### config.mk
export PLATFORM = sky130hd
export DESIGN_NAME = fp_mult_link_master
export DESIGN_NICKNAME = d
export VERILOG_FILES = /design/src/rtl/fp_mult_link_master.sv
export SDC_FILE = /design/constraint.sdc
export NUM_CORES = 1
export LEC_CHECK = 0
export CELL_PAD_IN_SITES_DETAIL_PLACEMENT = 0
export CELL_PAD_IN_SITES_GLOBAL_PLACEMENT = 2
export CORE_MARGIN = 5
export CORE_UTILIZATION = 30
export CTS_CLUSTER_DIAMETER = 60
export DETAILED_ROUTE_END_ITERATION = 7
export HOLD_SLACK_MARGIN = 0.03
export PLACE_DENSITY_LB_ADDON = 0.1
export SLEW_MARGIN = 30
export SYNTH_ARGS = -nofsm -noshare
export SYNTH_HDL_FRONTEND = slang
export SYNTH_SLANG_ARGS = --single-unit
### constraint.sdc
create_clock -name CLK -period 2.2 [get_ports CLK]
set_input_delay 0.44 -clock CLK [delete_from_list [all_inputs] [get_ports CLK]]
set_output_delay 0.44 -clock CLK [all_outputs]
set_load 0.005 [all_outputs]
### src/rtl/fp_mult_link_master.sv
// fp_mult_link_master: host-side initiator for the byte-serial fp_mult link.
// Takes two 64-bit doubles, pulses the link reset, streams 16 operand bytes
// MSB-first (X then Y), waits for READY and gathers the 8 result bytes.
// The DONE cycle is treated as idle, so a held START chains transactions
// without a gap cycle.
module fp_mult_link_master #(
    parameter int TIMEOUT_CYCLES = 1024,
    parameter int CNT_W          = 11
) (
    input  logic        CLK,
    input  logic        RESET,
    input  logic        START,
    input  logic [63:0] X,
    input  logic [63:0] Y,
    output logic        BUSY,
    output logic        DONE,
    output logic        TIMEOUT,
    output logic [63:0] RESULT,
    output logic        LINK_RESET,
    output logic        LINK_ENABLE,
    output logic [7:0]  LINK_DOUT,
    input  logic [7:0]  LINK_DIN,
    input  logic        LINK_READY
);

    typedef enum logic [2:0] {
        S_IDLE,
        S_LRST,
        S_SEND,
        S_WAIT,
        S_RECV,
        S_FIN
    } state_t;

    state_t             r_state;
    logic [127:0]       r_txShift;
    logic [63:0]        r_rxShift;
    logic [3:0]         r_byteCnt;
    logic [CNT_W-1:0]   r_waitCnt;
    logic               r_busy;
    logic               r_done;
    logic               r_timeout;
    logic [63:0]        r_result;
    logic               r_linkReset;
    logic               r_linkEnable;
    logic [7:0]         r_linkDout;

    logic [CNT_W-1:0]   w_timeoutLimit;
    logic [63:0]        w_rxNext;

    assign w_timeoutLimit = CNT_W'(TIMEOUT_CYCLES);
    assign w_rxNext       = {r_rxShift[55:0], LINK_DIN};

    assign BUSY        = r_busy;
    assign DONE        = r_done;
    assign TIMEOUT     = r_timeout;
    assign RESULT      = r_result;
    assign LINK_RESET  = r_linkReset;
    assign LINK_ENABLE = r_linkEnable;
    assign LINK_DOUT   = r_linkDout;

    // Transaction sequencer: every output is a register updated here.
    always_ff @(posedge CLK) begin
        if (RESET) begin
            r_state      <= S_IDLE;
            r_txShift    <= '0;
            r_rxShift    <= '0;
            r_byteCnt    <= '0;
            r_waitCnt    <= '0;
            r_busy       <= 1'b0;
            r_done       <= 1'b0;
            r_timeout    <= 1'b0;
            r_result     <= '0;
            r_linkReset  <= 1'b0;
            r_linkEnable <= 1'b0;
            r_linkDout   <= '0;
        end else begin
            r_done    <= 1'b0;
            r_timeout <= 1'b0;
            case (r_state)
                S_IDLE, S_FIN: begin
                    if (START) begin
                        r_txShift   <= {X, Y};
                        r_busy      <= 1'b1;
                        r_linkReset <= 1'b1;
                        r_state     <= S_LRST;
                    end else begin
                        r_state <= S_IDLE;
                    end
                end
                S_LRST: begin
                    r_linkReset  <= 1'b0;
                    r_linkEnable <= 1'b1;
                    r_linkDout   <= r_txShift[127:120];
                    r_txShift    <= {r_txShift[119:0], 8'h00};
                    r_byteCnt    <= '0;
                    r_state      <= S_SEND;
                end
                S_SEND: begin
                    if (r_byteCnt == 4'd15) begin
                        r_linkEnable <= 1'b0;
                        r_linkDout   <= '0;
                        r_waitCnt    <= '0;
                        r_state      <= S_WAIT;
                    end else begin
                        r_linkDout <= r_txShift[127:120];
                        r_txShift  <= {r_txShift[119:0], 8'h00};
                        r_byteCnt  <= r_byteCnt + 4'd1;
                    end
                end
                S_WAIT: begin
                    if (LINK_READY) begin
                        r_rxShift <= w_rxNext;
                        r_byteCnt <= '0;
                        r_state   <= S_RECV;
                    end else if (r_waitCnt == w_timeoutLimit) begin
                        r_done    <= 1'b1;
                        r_timeout <= 1'b1;
                        r_busy    <= 1'b0;
                        r_state   <= S_FIN;
                    end else begin
                        r_waitCnt <= r_waitCnt + 1'b1;
                    end
                end
                S_RECV: begin
                    r_rxShift <= w_rxNext;
                    if (r_byteCnt == 4'd6) begin
                        r_result <= w_rxNext;
                        r_done   <= 1'b1;
                        r_busy   <= 1'b0;
                        r_state  <= S_FIN;
                    end else begin
                        r_byteCnt <= r_byteCnt + 4'd1;
                    end
                end
                default: begin
                    r_state <= S_IDLE;
                end
            endcase
        end
    end

endmodule

## Yosys cells after proc, flatten, opt, wreduce, memory -nomap -nowiden

Index checks and enable logic that the tools add are counted.

- Register bits after elaboration: 279
- Bits of input ports: 140
- Output and inout bits: 77
- Logic and storage cells: 85

- $add $sub $neg: 2
- Eq/ne operators: 18
- Muxes and demuxes: 33
- Bitwise logic cells: 1
- Reduce and logical (&&, ||, !) cells: 19

Operator list:

| operator | number |
|---|---|
| one-hot mux 128 bit (3 select lines) | 1 |
| 2-to-1 mux 128 bit | 2 |
| one-hot mux 56 bit (2 select lines) | 1 |
| 2-to-1 mux 56 bit | 1 |
| 2-to-1 mux 11 bit | 3 |
| one-hot mux 11 bit (2 select lines) | 1 |
| != test 2 bit (second input constant) | 9 |
| one-hot mux 4 bit (4 select lines) | 1 |
| one-hot mux 8 bit (2 select lines) | 1 |
| one-hot mux 3 bit (5 select lines) | 1 |
| 2-to-1 mux 3 bit | 4 |
| 2-to-1 mux 4 bit | 3 |
| adder 11 x 1 -> 11 bit (second input constant) | 1 |
| == test 11 bit (second input constant) | 1 |
| 2-to-1 mux 1 bit | 9 |
| 2-to-1 mux 8 bit | 1 |
| AND reduction 2 bit | 4 |
| AND reduction 4 bit | 2 |
| nonzero test 2 bit | 4 |
| == test 3 x 2 -> 1 bit (second input constant) | 2 |
| == test 3 bit (second input constant) | 2 |
| one-hot mux 1 bit (2 select lines) | 3 |
| AND reduction 3 bit | 2 |
| nonzero test 3 bit | 2 |
| other kinds (11) | 12 |

## Depth between registers and ports, before layout

Gate-level depths: netlist (run 1).

- Depth in word-level cells: 4
- Depth in mapped cells: 8
- Mapped depth without buffers: 6

## Worst setup path after synthesis (run 1)

Ideal clock, no wire load.

- Path kind: register to register
- Start point: register r_waitCnt[0]
- End point: register r_busy (netlist: BUSY)
- Library setup time: 0.123 ns
- Arrival: 1.645 ns
- Data required time: 2.077 ns
- Slack: 0.431 ns
- Stages on the path, launching flop included: 7
- Buffers on the path: 0
- Path through: dfxtp_1 > inv_1 > ha_1 > nor4b_2 > nand4_1 > a2111oi_2 > mux2_1

- Word-level cells in the longest chain between the ends: 3

Ends and longest elaborated chain:

| item | RTL line | text |
|---|---|---|
| start, declared | 39 | `logic [CNT_W-1:0] r_waitCnt;` |
| start signal, assigned | 122 | `r_waitCnt <= r_waitCnt + 1'b1;` |
| == test 11 bit | 116 | `end else if (r_waitCnt == w_timeoutLimit) begin` |
| != test 2 bit (no source line) | - |  |
| AND reduction 5 bit (no source line) | - |  |
| end signal, assigned | 84 | `r_busy <= 1'b1;` |
| end signal, assigned | 119 | `r_busy <= 1'b0;` |
| end signal, assigned | 130 | `r_busy <= 1'b0;` |
| end, declared | 40 | `logic r_busy;` |

Every way passes these cells.
A chain may end at the register's enable or synchronous reset.

## Worst setup path after layout (run 1)

- Start point: register r_state[1]
- End point: register r_txShift[39]

- Word-level cells in the longest chain between the ends: 4

Ends and longest elaborated chain:

| item | RTL line | text |
|---|---|---|
| start, declared | 35 | `state_t r_state;` |
| start signal, assigned | 65 | `r_state <= S_IDLE;` |
| start signal, assigned | 86 | `r_state <= S_LRST;` |
| start signal, assigned | 88 | `r_state <= S_IDLE;` |
| == test 3 bit or logical NOT 3 bit (tied branches) | 80 | `case (r_state)` |
| OR reduction 2 bit | 80 |  |
| != test 2 bit (no source line) or nonzero test 3 bit (tied branches) | - |  |
| AND reduction 3 bit (no source line) | - |  |
| end signal, assigned | 83 | `r_txShift <= {X, Y};` |
| end signal, assigned | 95 | `r_txShift <= {r_txShift[119:0], 8'h00};` |
| end signal, assigned | 107 | `r_txShift <= {r_txShift[119:0], 8'h00};` |
| end, declared | 36 | `logic [127:0] r_txShift;` |

Parallel ways exist; a longest one is shown, timed or not.

==> flow_summary_export.csv, run 1 <==
group,metric,value,unit
global_route,grt_usage,17.4,%
yosys,synth.distinct_cells,55,
pwr,seqPwrFrac,32.5,%
worst_setup_path,arrival,2440,ps
sta,rsz0062_at_grt,"no",
yosys,synth_flop_cell,"dfxtp_1",
worst_setup_path,required,2590,ps
floorplanning,core,37600,um2
cells_and_area,area_growth,36.7,%
outcome,status,"complete, no violations",
yosys,async_flop_share,0,%
floorplanning,die_x,205,um
yosys,synth-compound-area-share,19.0,%
drt,drt_iter0_drc,704,
sta,max-slew-margin-rel,65.8,%
yosys,synthDominantCellAreaShare,49.0,%
clocking,clk_latency,530,ps
yosys,syn-instance-count,1442,
yosys,synth_simple_gate_area_share,25.7,%
clocking,cts_made_buffers,36,
clocking,cts_num_sinks,279,
sta,fin_tns_setup,0,ps
global_route,grt_pass1_wl,59300,um
pwr,leakage,5.39,nW
yosys,synth_warnings,0,
worst_setup_path,path_class,"register to register",
cells_and_area,mostFrequentLayoutCell,"nand2_1",
sta,fmax,0.488,GHz
yosys,synth_edf_count,0,
yosys,yosys.area.top_type,"dfxtp_1",
clocking,htreeDepth,2,
yosys,synth_top_family_by_area,"simple AND/OR/NAND/NOR gates",
yosys,synth_mux_area_share,0.0989,%
sta,fin_crit_sh,93.2,%
worst_setup_path,crit_path_end_kind,"register",
clocking,cts_resized,0,
clocking,clk_pin_slew,60,ps
global_route,antenna_found_initial,0,
yosys,synth_area_per_cell,7.90,um2
clocking,cts_tree,"built",
cells_and_area,multi_input_area,5240,um2
yosys,synth-xor-area-share,0.154,%
floorplanning,ios,217,
yosys,synth_seq_cells,279,
pwr,p_per_area,1320,nW/um2
place,hpwl,24800,um
floorplanning,die_area,42000,um2
cells_and_area,fill_cells,3907,
pwr,p_sw_share,37.4,%
drt,ant_nets,0,
cells_and_area,regArea,5590,um2
sta,worst_pin_slew,513,ps
drt,first_pass_iters,4,
clocking,cts.path.max_buffers,3,
global_route,grt_overflow_total,0,
pwr,p_sw,7.65,mW
cells_and_area,mostFrequentLayoutCells,"nand2_1 (510), dfxtp_1 (279), clkdlybuf4s50_1 (215)",
sta,setup_violations,0,
yosys,synth_adder_area_share,0.439,%
pwr,p_clk_share,28.0,%
yosys,synth_nets,1586,
yosys,synthTopCellsByArea,"dfxtp_1 (49%), nand2_1 (17%), a311oi_1 (9.5%)",
drt,via_count,10700,
floorplanning,fp-row-count,71,
cells_and_area,antenna_cells,0,
place,numPortBuffers,216,
floorplanning,die_h,205,um
drt,finalWirelength,37600,um
clocking,cts_hold_buffers,0,
drt,drc,0,
global_route,grt_pass1_vias,10400,
cells_and_area,final_util,41.4,%
clocking,root_buffer,"clkbuf_16",
sta,slew_violations,0,
flow_run,cap_viol_max_count,0,
pwr,p_int,12.8,mW
global_route,grt_max_degree,75,
cells_and_area,final_layout_size_suffix_gt1_share,7.78,%
drt,vias_per_cell,4.96,
place,gp_congestion,0.784,
sta,fin_skew,16.9,ps
drt,wl_per_cell,17.5,um
clocking,cts_setup_buffers,0,
cells_and_area,fin_nets,1765,
floorplanning,start_util,30.3,%
worst_setup_path,worstSetupStartpointType,"register",
pwr,ir_worst_vdd,0.819,mV
yosys,yosysSeqAreaShare,49.0,%
sta,hold_viol,0,
hold_path,hold_class,"primary input to register",
sta,period_minus_slack,2050,ps
worst_setup_path,cp_max_fo,50,
pwr,p_comb_share,39.5,%
yosys,netlist_area,11400,um2
[per-stage QoR]
step	area, um2	hold slack [ps]	std cells	total power, mW	worst slack [ps]
floorplan	11400	432	1442	11.8	431
global placement	14400	441	2094	14.9	48.0
detailed placement	14400	446	2094	14.9	4.93
CTS	15600	249	2156	20.8	157
global route	15600	261	2156	21.9	16.1
finish	15600	274	2156	20.5	149
[state kept, by name (all words and copies together), names as in the netlist]
name / count
LINK_ENABLE: 1
r_byteCnt: 4
r_txShift: 128
LINK_DOUT: 8
r_rxShift: 56
r_waitCnt: 11
RESULT: 64
DONE: 1
r_state: 3
BUSY: 1
TIMEOUT: 1
LINK_RESET: 1
[cells by family (layout without fill, tap and decap cells)]
| family | Yosys count | after routing |
|---|---|---|
| flip-flops | 279 | 279 |
| AO/OA/AOI/OAI | 318 | 318 |
| adder cells (fa/ha/maj) | 4 | 4 |
| AND/OR/NAND/NOR | 696 | 696 |
| buffers and inverters | 142 | 345 |
| XOR/XNOR | 2 | 2 |
| multiplexers | 1 | 1 |
[layer usage]
layer	wire, um	vias to the layer above	track usage [%]
met4	642	0	4.50
met1	18500	5073	25.6
li1	-	5397	-
met2	16800	193	26.2
met3	1670	38	3.10
met5	0	-	0
[Yosys cell counts (8+ instances only)]
master and count:
dfxtp_1 279, buf_2 62, a311oi_1 123, nand2_1 512, nor2_1 8, o211ai_1 9, clkbuf_1 57, a21oi_1 152
nor3_1 124, nand3_1 15, inv_1 10
[power groups by stage]
stage | registers [mW] | logic, mW | clock network, mW
2_1_floorplan | 6.57 | 5.21 | 0
3_3_place_gp | 6.75 | 8.17 | 0
3_5_place_dp | 6.74 | 8.19 | 0
4_1_cts | 6.65 | 8.23 | 5.94
5_1_grt | 6.77 | 8.96 | 6.16
6_report | 6.65 | 8.09 | 5.74
[cell type report]
| type | count | share of cell area (%) |
|---|---|---|
| clock buffers | 51 | 6.61 |
| clock inverters | 11 | 0.763 |
| inverters | 10 | 0.241 |
| multi-input cells | 1021 | 33.6 |
| flip-flops and latches | 279 | 35.9 |
| well taps | 511 | 4.11 |
| repair buffers | 273 | 18.8 |
[critical path, stage by stage (launching register included)]
cell and delay, ps:
dfxtp_1 540, buf_4 230, nor2b_1 340, nand2_1 210, nand2_4 180, buf_12 250, a311oi_1 140
[path summary, 6_finish.rpt]
path	slack [ps]	start	depth (start not counted)	to
worst max-delay path	150	r_state[1]	6	r_txShift[39]
worst min-delay path	270	RESET	2	RESULT[27]
worst max register to register	150	r_state[1]	6	r_txShift[39]
worst min register to register	450	RESULT[1]	2	RESULT[1]
Note: power is estimated with default switching activity, not from simulation.
==> run 2: changes to the inputs <==
--- a/config.mk
+++ b/config.mk
@@ -11,6 +11,7 @@
 export CORE_UTILIZATION = 30
 export CTS_CLUSTER_DIAMETER = 60
 export DETAILED_ROUTE_END_ITERATION = 7
+export DONT_BUFFER_PORTS = 1
 export HOLD_SLACK_MARGIN = 0.03
 export PLACE_DENSITY_LB_ADDON = 0.1
 export SLEW_MARGIN = 30
==> run 2 against run 1 <==
  * Critical path depth down 1
  * Clock-buffer cell count down 2
  * Sequential share of layout area up 6.0 points
  * Cell area down 14%
  * Routed wire length down 1.9%
  * Register-to-register slack better by 30 ps
  * Non-clock buffer count down 226
  * Cell count down 10%
  * Die area unchanged
  * Via count down 7.3%
  * Critical path type unchanged
  * Largest power group unchanged
  * Highest routed layer is now met5
==> flow_summary_export.csv, run 2 (same netlist as run 1, synthesis figures left out) <==
group,metric,value,unit
worst_setup_path,path_buf_inv,2,
clocking,cts_setup_buffers,0,
sta,fin_tns_setup,0,ps
sta,fin_crit_sh,91.9,%
sta,max-slew-margin-rel,55.5,%
floorplanning,start_util,30.3,%
sta,setup_violations,0,
cells_and_area,final_layout_size_suffix_gt1_share,8.52,%
global_route,grt_max_degree,273,
cells_and_area,mostFrequentLayoutCell,"nand2_1",
pwr,p_comb_share,36.8,%
sta,period_minus_slack,2020,ps
floorplanning,die_area,42000,um2
pwr,ir_worst_vdd,0.728,mV
place,hpwl,23300,um
flow_run,cap_viol_max_count,0,
clocking,clk_latency,510,ps
pwr,seqPwrFrac,33.6,%
cells_and_area,largest_register_ffs,128,
drt,drt_iter0_drc,681,
worst_setup_path,crit_path_end_kind,"register",
clocking,htreeDepth,2,
worst_setup_path,slowest_stage,"dlygate4sd3_1",
global_route,grt_pass1_vias,9730,
cells_and_area,fill_cells,4085,
drt,drc,0,
worst_setup_path,crit_chain,"buf_4 > nand4bb_1 > a31o_4 > a211oi_1 > dlygate4sd3_1",
pwr,p_clk_share,29.6,%
pwr,p_sw,7.58,mW
cells_and_area,fin_nets,1539,
floorplanning,die_x,205,um
clocking,clk_pin_slew,60,ps
sta,rsz0062_at_grt,"no",
cells_and_area,antenna_cells,0,
cells_and_area,regArea,5590,um2
drt,first_pass_iters,5,
cells_and_area,area_growth,17.2,%
outcome,status,"complete, no violations",
global_route,grt_pass1_wl,57300,um
sta,fmax,0.495,GHz
clocking,cts_tree,"built",
worst_setup_path,path_class,"register to register",
sta,hold_viol,0,
global_route,grt_overflow_total,0,
hold_path,hold_class,"primary input to register",
clocking,root_buffer,"clkbuf_16",
clocking,cts.path.max_buffers,3,
worst_setup_path,cp_max_fo,13,
drt,via_count,9915,
drt,wl_per_cell,19.1,um
drt,ant_nets,0,
cells_and_area,mostFrequentLayoutCells,"nand2_1 (510), dfxtp_1 (277), a21oi_1 (151)",
drt,finalWirelength,36900,um
sta,worst_pin_slew,667,ps
place,numPortBuffers,0,
floorplanning,die_h,205,um
worst_setup_path,max_stage_delay,580,ps
clocking,cts_made_buffers,36,
cells_and_area,largest_register,"r_txShift",
floorplanning,core,37600,um2
sta,fin_skew,10.8,ps
pwr,p_sw_share,37.9,%
worst_setup_path,required,2650,ps
worst_setup_path,path_delay_family,"buffers and inverters",
clocking,cts_num_sinks,279,
place,gp_congestion,0.736,
pwr,leakage,4.56,nW
pwr,p_per_area,1500,nW/um2
drt,vias_per_cell,5.13,
floorplanning,fp-row-count,71,
worst_setup_path,arrival,2470,ps
sta,holdWs,61.6,ps
cells_and_area,multi_input_area,5270,um2
floorplanning,ios,217,
global_route,grt_usage,16.9,%
global_route,antenna_found_initial,1,
pwr,p_int,12.4,mW
worst_setup_path,worstSetupStartpointType,"register",
sta,slew_violations,0,
==> run 2: cell types whose count changed in the layout (fill, tap and decap cells not counted), sizes merged <==
cell,change
clkdlybuf4s50,-215
buf,-15
clkinv,+4
dlygate4sd3,+4
clkbuf,-2
inv,-2
bufinv,+1
==> run 2: per-stage QoR <==
step                      worst slack, ps  std cells  util [%]  power (mW)  area [um2]
after floorplan                       431       1442         -        11.8       11400
after global placement                272       1863      32.1        14.1       12100
after global routing                 25.7       1931      35.5        21.4       13300
final                                 178       1931      35.5        20.0       13300
after CTS                            24.0       1929      35.3        20.3       13300
after detailed placement              229       1863      32.1        14.2       12100
==> run 2: path summary, 6_finish.rpt <==
path | from | to | slack (ps) | cells after the start
worst min-delay path | LINK_DIN[0] | RESULT[0] | 60 | 2
worst min register to register | r_txShift[123] | LINK_DOUT[3] | 440 | 2
worst max-delay path | r_state[0] | r_state[1] | 180 | 5
worst max register to register | r_state[0] | r_state[1] | 180 | 5
==> run 2: final cells by class <==
class | instances | share of cell area, %
Multi-Input combinational cell | 1021 | 39.5
Inverter | 10 | 0.281
Timing Repair Buffer | 47 | 4.65
Sequential cell | 279 | 41.9
Tap cell | 511 | 4.79
Clock inverter | 14 | 1.13
Clock buffer | 49 | 7.80
==> run 2: metal layers <==
layer,vias to the layer above,wire (um),GRT usage (%)
met5,-,11,0
met4,2,584,3.83
met3,41,2050,3.94
met2,187,15900,24.9
met1,4723,18300,25.1
li1,4962,-,-
==> run 2: timing repair <==
action,in CTS,in global routing
resized for setup,0,6
hold endpoints to repair,181,81
hold buffers,3,2
endpoints found under the setup margin,0,2
==> run 2: power groups by stage <==
stage	Sequential, mW	Combinational [mW]	Clock, mW
floorplan	6.57	5.21	0
global placement	6.80	7.34	0
detailed placement	6.80	7.39	0
CTS	6.70	7.44	6.11
global route	6.83	8.23	6.32
finish	6.70	7.36	5.91
